==> config.mk <==
export PLATFORM = sky130hd
export DESIGN_NAME = gpio_input_conditioner_flat
export DESIGN_NICKNAME = d
export VERILOG_FILES = /design/src/rtl/gpio_cond_pkg.sv /design/src/rtl/gpio_input_conditioner_if.sv /design/src/rtl/gpio_debounce_bit.sv /design/src/rtl/gpio_input_conditioner.sv /design/src/flat_wrapper.sv
export SDC_FILE = /design/constraint.sdc
export NUM_CORES = 1
export LEC_CHECK = 0
export ABC_CLOCK_PERIOD_IN_PS = 3900
export BUFFER_PORTS_ARGS = -buffer_cell sky130_fd_sc_hd__buf_2
export CAP_MARGIN = 25
export CORE_MARGIN = 4
export CORE_UTILIZATION = 49
export CTS_BUF_LIST = sky130_fd_sc_hd__clkbuf_16
export DETAILED_ROUTE_END_ITERATION = 6
export PLACE_DENSITY_LB_ADDON = 0.1
export SYNTH_ARGS = -nofsm -noshare
export SYNTH_HDL_FRONTEND = slang
export SYNTH_SLANG_ARGS = --single-unit
==> constraint.sdc <==
create_clock -name io_systemClk -period 3.9 [get_ports io_systemClk]
set_input_delay 0.195 -clock io_systemClk [delete_from_list [all_inputs] [get_ports io_systemClk]]
set_output_delay 0.195 -clock io_systemClk [all_outputs]
set_load 0.005 [all_outputs]
==> src/rtl/gpio_cond_pkg.sv <==
// gpio_cond_pkg: shared sizing helper and parameter legality check for the GPIO input conditioner
package gpio_cond_pkg;
  function automatic int cnt_width(input int n);
    return (n <= 2) ? 1 : $clog2(n);
  endfunction
  function automatic bit params_ok(input int sync_stages, input int debounce_cycles);
    return (sync_stages >= 2) && (debounce_cycles >= 1);
  endfunction
endpackage

==> src/rtl/gpio_input_conditioner_if.sv <==
// gpio_input_conditioner_if: pad inputs, debounced levels, edge pulses and interrupt controls
interface gpio_input_conditioner_if #(parameter int WIDTH = 4);
  logic [WIDTH-1:0] pad_in;
  logic [WIDTH-1:0] gpio_read;
  logic [WIDTH-1:0] rise_pulse;
  logic [WIDTH-1:0] fall_pulse;
  logic [WIDTH-1:0] irq_rise_en;
  logic [WIDTH-1:0] irq_fall_en;
  logic [WIDTH-1:0] irq_clear;
  logic [WIDTH-1:0] irq_pending;
  logic irq;
  modport master (
    output pad_in, irq_rise_en, irq_fall_en, irq_clear,
    input gpio_read, rise_pulse, fall_pulse, irq_pending, irq
  );
  modport slave (
    input pad_in, irq_rise_en, irq_fall_en, irq_clear,
    output gpio_read, rise_pulse, fall_pulse, irq_pending, irq
  );
endinterface

==> src/rtl/gpio_debounce_bit.sv <==
// gpio_debounce_bit: synchronise, debounce and edge-detect one pad input
module gpio_debounce_bit
  import gpio_cond_pkg::*;
#(
  parameter int SYNC_STAGES = 2,
  parameter int DEBOUNCE_CYCLES = 1000,
  parameter logic RESET_LEVEL = 1'b0
) (
  input  logic clk,
  input  logic rst,
  input  logic pad,
  output logic level,
  output logic rise,
  output logic fall
);
  localparam int CW = cnt_width(DEBOUNCE_CYCLES);
  localparam logic [CW-1:0] LAST = CW'(DEBOUNCE_CYCLES - 1);
  logic [SYNC_STAGES-1:0] sync;
  logic [CW-1:0] cnt;
  logic sync_q;
  logic accept;
  assign sync_q = sync[SYNC_STAGES-1];
  assign accept = (sync_q != level) && (cnt == LAST);
  // plain flop chain into the clock domain, no logic between stages
  always_ff @(posedge clk or posedge rst)
    if (rst) sync <= {SYNC_STAGES{RESET_LEVEL}};
    else sync <= {sync[SYNC_STAGES-2:0], pad};
  // count consecutive mismatches; any agreement restarts the count
  always_ff @(posedge clk or posedge rst)
    if (rst) begin
      cnt <= '0;
      level <= RESET_LEVEL;
      rise <= 1'b0;
      fall <= 1'b0;
    end else begin
      cnt <= (sync_q == level || accept) ? '0 : cnt + 1'b1;
      level <= accept ? sync_q : level;
      rise <= accept & sync_q;
      fall <= accept & ~sync_q;
    end
endmodule

==> src/rtl/gpio_input_conditioner.sv <==
// gpio_input_conditioner: per-bit debounced GPIO inputs with sticky maskable edge interrupts
module gpio_input_conditioner
  import gpio_cond_pkg::*;
#(
  parameter int WIDTH = 4,
  parameter int SYNC_STAGES = 2,
  parameter int DEBOUNCE_CYCLES = 1000,
  parameter logic [WIDTH-1:0] RESET_LEVEL = {WIDTH{1'b0}}
) (
  input logic io_systemClk,
  input logic io_asyncReset,
  gpio_input_conditioner_if.slave bus
);
  logic [WIDTH-1:0] level;
  logic [WIDTH-1:0] rise;
  logic [WIDTH-1:0] fall;
  logic [WIDTH-1:0] pending;
  logic irq_q;
  if (!params_ok(SYNC_STAGES, DEBOUNCE_CYCLES)) begin : g_bad_params
    $error("gpio_input_conditioner: SYNC_STAGES must be >= 2 and DEBOUNCE_CYCLES >= 1");
  end
  for (genvar i = 0; i < WIDTH; i++) begin : g_bit
    gpio_debounce_bit #(
      .SYNC_STAGES(SYNC_STAGES),
      .DEBOUNCE_CYCLES(DEBOUNCE_CYCLES),
      .RESET_LEVEL(RESET_LEVEL[i])
    ) u_bit (
      .clk(io_systemClk),
      .rst(io_asyncReset),
      .pad(bus.pad_in[i]),
      .level(level[i]),
      .rise(rise[i]),
      .fall(fall[i])
    );
  end
  // sticky events from the registered pulses; a new event beats a same-cycle clear
  always_ff @(posedge io_systemClk or posedge io_asyncReset)
    if (io_asyncReset) begin
      pending <= '0;
      irq_q <= 1'b0;
    end else begin
      pending <= (pending & ~bus.irq_clear) | (rise & bus.irq_rise_en) | (fall & bus.irq_fall_en);
      irq_q <= |pending;
    end
  assign bus.gpio_read = level;
  assign bus.rise_pulse = rise;
  assign bus.fall_pulse = fall;
  assign bus.irq_pending = pending;
  assign bus.irq = irq_q;
endmodule

==> src/flat_wrapper.sv <==
// flat-port wrapper written by rule: the top's interface ports become plain ports
module gpio_input_conditioner_flat import gpio_cond_pkg::*;
#(
  parameter int WIDTH = 4,
  parameter int SYNC_STAGES = 2,
  parameter int DEBOUNCE_CYCLES = 1000,
  parameter logic [WIDTH-1:0] RESET_LEVEL = {WIDTH{1'b0}}
)
  (io_systemClk, io_asyncReset, bus_pad_in, bus_irq_rise_en, bus_irq_fall_en, bus_irq_clear, bus_gpio_read, bus_rise_pulse, bus_fall_pulse, bus_irq_pending, bus_irq);
  gpio_input_conditioner_if #(.WIDTH(WIDTH)) bus_i ();
  input logic io_systemClk;
  input logic io_asyncReset;
  input wire logic [$bits(bus_i.pad_in)-1:0] bus_pad_in;
  input wire logic [$bits(bus_i.irq_rise_en)-1:0] bus_irq_rise_en;
  input wire logic [$bits(bus_i.irq_fall_en)-1:0] bus_irq_fall_en;
  input wire logic [$bits(bus_i.irq_clear)-1:0] bus_irq_clear;
  output wire logic [$bits(bus_i.gpio_read)-1:0] bus_gpio_read;
  output wire logic [$bits(bus_i.rise_pulse)-1:0] bus_rise_pulse;
  output wire logic [$bits(bus_i.fall_pulse)-1:0] bus_fall_pulse;
  output wire logic [$bits(bus_i.irq_pending)-1:0] bus_irq_pending;
  output wire logic [$bits(bus_i.irq)-1:0] bus_irq;
  assign bus_i.pad_in = bus_pad_in;
  assign bus_i.irq_rise_en = bus_irq_rise_en;
  assign bus_i.irq_fall_en = bus_irq_fall_en;
  assign bus_i.irq_clear = bus_irq_clear;
  assign bus_gpio_read = bus_i.gpio_read;
  assign bus_rise_pulse = bus_i.rise_pulse;
  assign bus_fall_pulse = bus_i.fall_pulse;
  assign bus_irq_pending = bus_i.irq_pending;
  assign bus_irq = bus_i.irq;
  gpio_input_conditioner #(.WIDTH(WIDTH), .SYNC_STAGES(SYNC_STAGES), .DEBOUNCE_CYCLES(DEBOUNCE_CYCLES), .RESET_LEVEL(RESET_LEVEL)) u_core (.io_systemClk(io_systemClk), .io_asyncReset(io_asyncReset), .bus(bus_i));
endmodule
# [Yosys cells after proc, flatten, opt, wreduce, memory -nomap -nowiden]
# Cells that the tools add are included.
[classes] n_eq_ne=12 shift=0 reduce_logical=9 bitwise=18 magnitude_cmp=0 add_sub_neg=4 n_mux=4 n_div=0 multipliers=0
[op_table] operator="$add 10x1->10 const B" n=4
[op_table] operator="$eq 10x10->1 const B" n=4
[op_table] operator="$mux 10" n=4
[op_table] operator="$and 4x4->4" n=3
[op_table] operator="$and 1x1->1" n=8
[op_table] operator="$or 4x4->4" n=2
[op_table] operator="$eq 1x1->1" n=4
[op_table] operator="$logic_and 1x1->1" n=4
[op_table] operator="$logic_or 1x1->1" n=4
[op_table] operator="$ne 1x1->1" n=4
[op_table] operator="$not 1->1" n=4
[op_table] operator="$not 4->4" n=1
[op_table] operator="$reduce_or 4->1" n=1
[word_totals] mem_bits_ro=0 reg_bits=65 mem_bits_rw=0 n_memories=0 wordCells=69 latch_bits=0 in_bits=18

# [Depth between registers and ports, before layout]
[logic_depth] depth_word=4 mapped_depth=5 mapped_depth_nobuf=5

# [Cells and area by module]
# A second synthesis with hierarchy kept.
[hier_totals] hier_cells=267 area_unflattened_um2=2982.9
[modules_own_cells] mod="gpio_debounce_bit" seq_area_each_um2=375.4 area_per_inst_um2=695.7 n_inst=4 cells_per_inst=62
[modules_own_cells] mod="gpio_input_conditioner" seq_area_each_um2=125.1 area_per_inst_um2=200.2 n_inst=1 cells_per_inst=19

# [Worst setup path after synthesis]
# Ideal clock, no wire load.
[synth_timing] path_type="register to register" start="reg u_core.g_bit[3].u_bit.cnt[0]" end="reg u_core.g_bit[3].u_bit.level" synth_period_minus_slack_ns=1.662 required_ns=3.775 setup_ns=0.125 arrival_time_ns=1.536 path_slack_ns=2.238 stages_incl_launch_ff=5 n_path_buf=0 path_cell_list="dfrtp_1 ha_1 and4bb_4 or3b_4 mux2_4"
[synth_between] elab_chain_cells=2
[synth_rtl] element="from (decl)" line="gpio_debounce_bit.sv:19" text="logic [CW-1:0] cnt;"
[synth_rtl] element="from (signal assigned)" line="gpio_debounce_bit.sv:36" text="cnt <= (sync_q == level || accept) ? '0 : cnt + 1'b1;"
[synth_rtl] element="$eq 10x10->1" line="gpio_debounce_bit.sv:23" text="assign accept = (sync_q != level) && (cnt == LAST);"
[synth_rtl] element="$logic_and 1x1->1" line="gpio_debounce_bit.sv:23"
[synth_rtl] element="to (signal assigned)" line="gpio_debounce_bit.sv:37" text="level <= accept ? sync_q : level;"
[synth_rtl] element="to (decl)" line="gpio_debounce_bit.sv:12" text="output logic level,"
# Every way passes these cells.
# A chain may end at the register's enable or synchronous reset.

# [Final worst setup path]
# Same ends and word-level chain as after synthesis.

==> results.sh <==
export IMPL_status="finished, violations left"
export IMPL_violations="hold timing"
export IMPL_nets=332
export IMPL_use_met1_pct=20.1
export IMPL_drive_above_1_share_pct=18.7
export IMPL_met2_usage_pct=23.0
export IMPL_slew_violations=0
export IMPL_ys_async_sr_fraction_pct=100
export IMPL_peakVddDrop_v=0.000493
export IMPL_powerDensity_nw_per_um2=438
export IMPL_grt_use_total_pct=15.2
export IMPL_clock_root_buffer="clkbuf_16"
export IMPL_syn_num_nets=296
export IMPL_firstDrtPassIters=4
export IMPL_synth_edff_count=0
export IMPL_whs_ps=-9.11
export IMPL_diodes=0
export IMPL_num_rows=27
export IMPL_end_kind="register"
export IMPL_cp_slowest_stage_delay_ps=410
export IMPL_finalCritPeriodShare_pct=44.5
export IMPL_port_buffers=34
export IMPL_yosys_register_bits=65
export IMPL_cp_arrival_ps=1940
export IMPL_setup_violations=0
export IMPL_cpMaxStageDelayCell="or3b_4"
export IMPL_drc=0
export IMPL_path_clk_slew_ps=50
export IMPL_critPathMaxFanout=6
export IMPL_die_area_sq_um=7290
export IMPL_ys_top_cells_by_area="dfrtp_1, nor2_1, nand3_1"
export IMPL_dpl_cell_area_sq_um=3100
export IMPL_ys_flop_type="dfrtp_1"
export IMPL_grt_busiest_layer="met2"
export IMPL_synth_area_per_cell_sq_um=10.7
export IMPL_synth_area_leader_cell="dfrtp_1"
export IMPL_cts_tree="built"
export IMPL_synth_top_area_share_pct=55.4
export IMPL_fin_skew_ps=9.64
export IMPL_period_needed_ps=1740
export IMPL_grt_overflow_total=0
export IMPL_leakage_nw=1.62
export IMPL_coreArea_sq_um=5640
export IMPL_ant_nets=0
export IMPL_postCtsHoldBufs=4
export IMPL_clock_sinks=65
export IMPL_vias=2004
export IMPL_gp_congestion=0.844
export IMPL_final_common_cell="dfrtp_1"
export IMPL_ys_warn_count=0
export IMPL_grt_max_degree=35
export IMPL_clockBufferDepth=2
export IMPL_final_area_sq_um=3420
export IMPL_h_tree_depth=3
export IMPL_fillers=467
export IMPL_final_cell_count_no_fill=387
export IMPL_fmax_ghz=0.576
export IMPL_grt_pass1_wl_mm=8.69
export IMPL_syn_inst=274
export IMPL_critical_path_class="reg -> reg"
export IMPL_hold_violations=19
export IMPL_area_delta_synth_final_pct=16.7
export IMPL_drt_iter0_drc=51
export IMPL_antenna_found_initial=0
export IMPL_startpoint_type="register"
export IMPL_drv_cap=0
export IMPL_ys_seq_area_share_pct=55.4
export IMPL_cts_inserted_buffers=9
export IMPL_cts_resized=0
export IMPL_initial_core_util_pct=52.0
export IMPL_drt_total_wl_mm=5.10
export IMPL_hpwl_mm=3.65
export IMPL_die_h_um=85.4
export IMPL_clock_latency_ps=320
export IMPL_maxSlewHeadroom_pct=53.7
export IMPL_cts_setup_buffers=0
export IMPL_die_width_um=85.4
export IMPL_required_ps=4100
export IMPL_dp_cells=367
export IMPL_ioPinCount=35
export IMPL_crit_chain="ha_1 -> and4bb_4 -> or3b_4 -> mux2_4"
export IMPL_via_per_inst=5.18
export IMPL_yosys_cell_types_count=43
export IMPL_final_cell_mix="dfrtp_1, nor2_1, buf_2"
export IMPL_synthesis_area_sq_um=2930
export IMPL_gr_usage_met3_pct=5.53
export IMPL_cpLargestDelayFamily="simple AND/OR/NAND/NOR gates"
export IMPL_hp_class="in -> async"
export IMPL_worst_pin_slew_ps=693
export IMPL_rsz0062_at_grt="no"
export IMPL_cp_num_buf_inv=0
export IMPL_wl_per_cell_um=13.2
export IMPL_grt_pass1_vias=1912
export IMPL_finalSetupTns_ps=0
==> routing by layer <==
metal,wire (um),share of wire (%)
met1,2430,48
met2,2370,46
met3,236,4.6
met4,59,1.2
met5,0,0
==> area by class of cell <==
class | instances | area, sq um | area share (%)
clock inverters | 7 | 55.1 | 1.61
clock buffers | 9 | 225 | 6.58
inverters | 9 | 33.8 | 0.987
flip-flops and latches | 65 | 1630 | 47.5
well taps | 72 | 90.1 | 2.63
repair buffers | 39 | 218 | 6.36
multi-input cells | 186 | 1170 | 34.3
==> synth_stat cells (all sizes together) (2+ instances only) <==
library cell and number:
dfrtp 65, or3 2, inv 9, xor2 14, o211a 2, nand2b 2
ha 4, and3 9, a21oi 9, nand2 12, a22oi 5, o21ai 8
nor3b 8, or4 2, mux2 4, nor2 38, xnor2 13, nor3 5
a31oi 3, and4bb 3, nand4 4, buf 13, nand3 25
==> kinds of logic (layout without fill, tap and decap cells) <==
logic type,count (synthesis),in the layout,share of synthesized area (%)
AO/OA/AOI/OAI,33,33,7.25
XOR/XNOR,27,27,8.06
adder cells (fa/ha/maj),4,4,1.71
buffers and inverters,23,64,4.52
flip-flops,65,65,55.4
multiplexers,4,4,1.66
AND/OR/NAND/NOR,118,118,21.4
==> report_power, final <==
| part | total [W] | switching (W) | internal, W |
|---|---|---|---|
| clock | 0.000740 | 0.000259 | 0.000482 |
| combinational | 0.0000546 | 0.0000317 | 0.0000229 |
| sequential | 0.000704 | 0.0000143 | 0.000690 |
| total | 0.00150 | 0.000305 | 0.00119 |
==> stage by stage <==
step           total power, W  setup slack [ps]  hold WS, ps  utilization (%)
6_report              0.00150              2160        -9.11             60.7
3_5_place_dp         0.000768              2170          304             55.0
2_1_floorplan        0.000747              2080          226                -
3_3_place_gp         0.000767              2180          302             55.0
4_1_cts               0.00152              2160         8.62             60.7
5_1_grt               0.00157              2090         37.0             60.7
==> final timing paths <==
| path | startpoint | endpoint | slack [ps] | cells past startpoint |
|---|---|---|---|---|
| worst max-delay path | u_core.g_bit[3].u_bit.cnt[0] | u_core.g_bit[3].u_bit.level | 2160 | 4 |
| worst min-delay path | io_asyncReset | u_core.g_bit[3].u_bit.cnt[0] | -9 | 2 |
| worst max register to register | u_core.g_bit[3].u_bit.cnt[0] | u_core.g_bit[3].u_bit.level | 2160 | 4 |
| worst min register to register | u_core.g_bit[2].u_bit.sync[0] | u_core.g_bit[2].u_bit.sync[1] | 350 | 0 |
| max in group asynchronous | io_asyncReset | u_core.g_bit[3].u_bit.cnt[8] | 3040 | 3 |
| min in group io_systemClk | bus_irq_clear[1] | u_core.bus.irq_pending[1] | 50 | 2 |
==> state kept, by name, indices dropped and copies added (netlist names) <==
name / flops
u_core.g_bit.u_bit.level: 4
u_core.g_bit.u_bit.rise: 4
u_core.g_bit.u_bit.sync: 8
u_core.bus.irq: 1
u_core.g_bit.u_bit.cnt: 40
u_core.bus.irq_pending: 4
u_core.g_bit.u_bit.fall: 4
No activity file was read; power rests on OpenSTA's default activity.
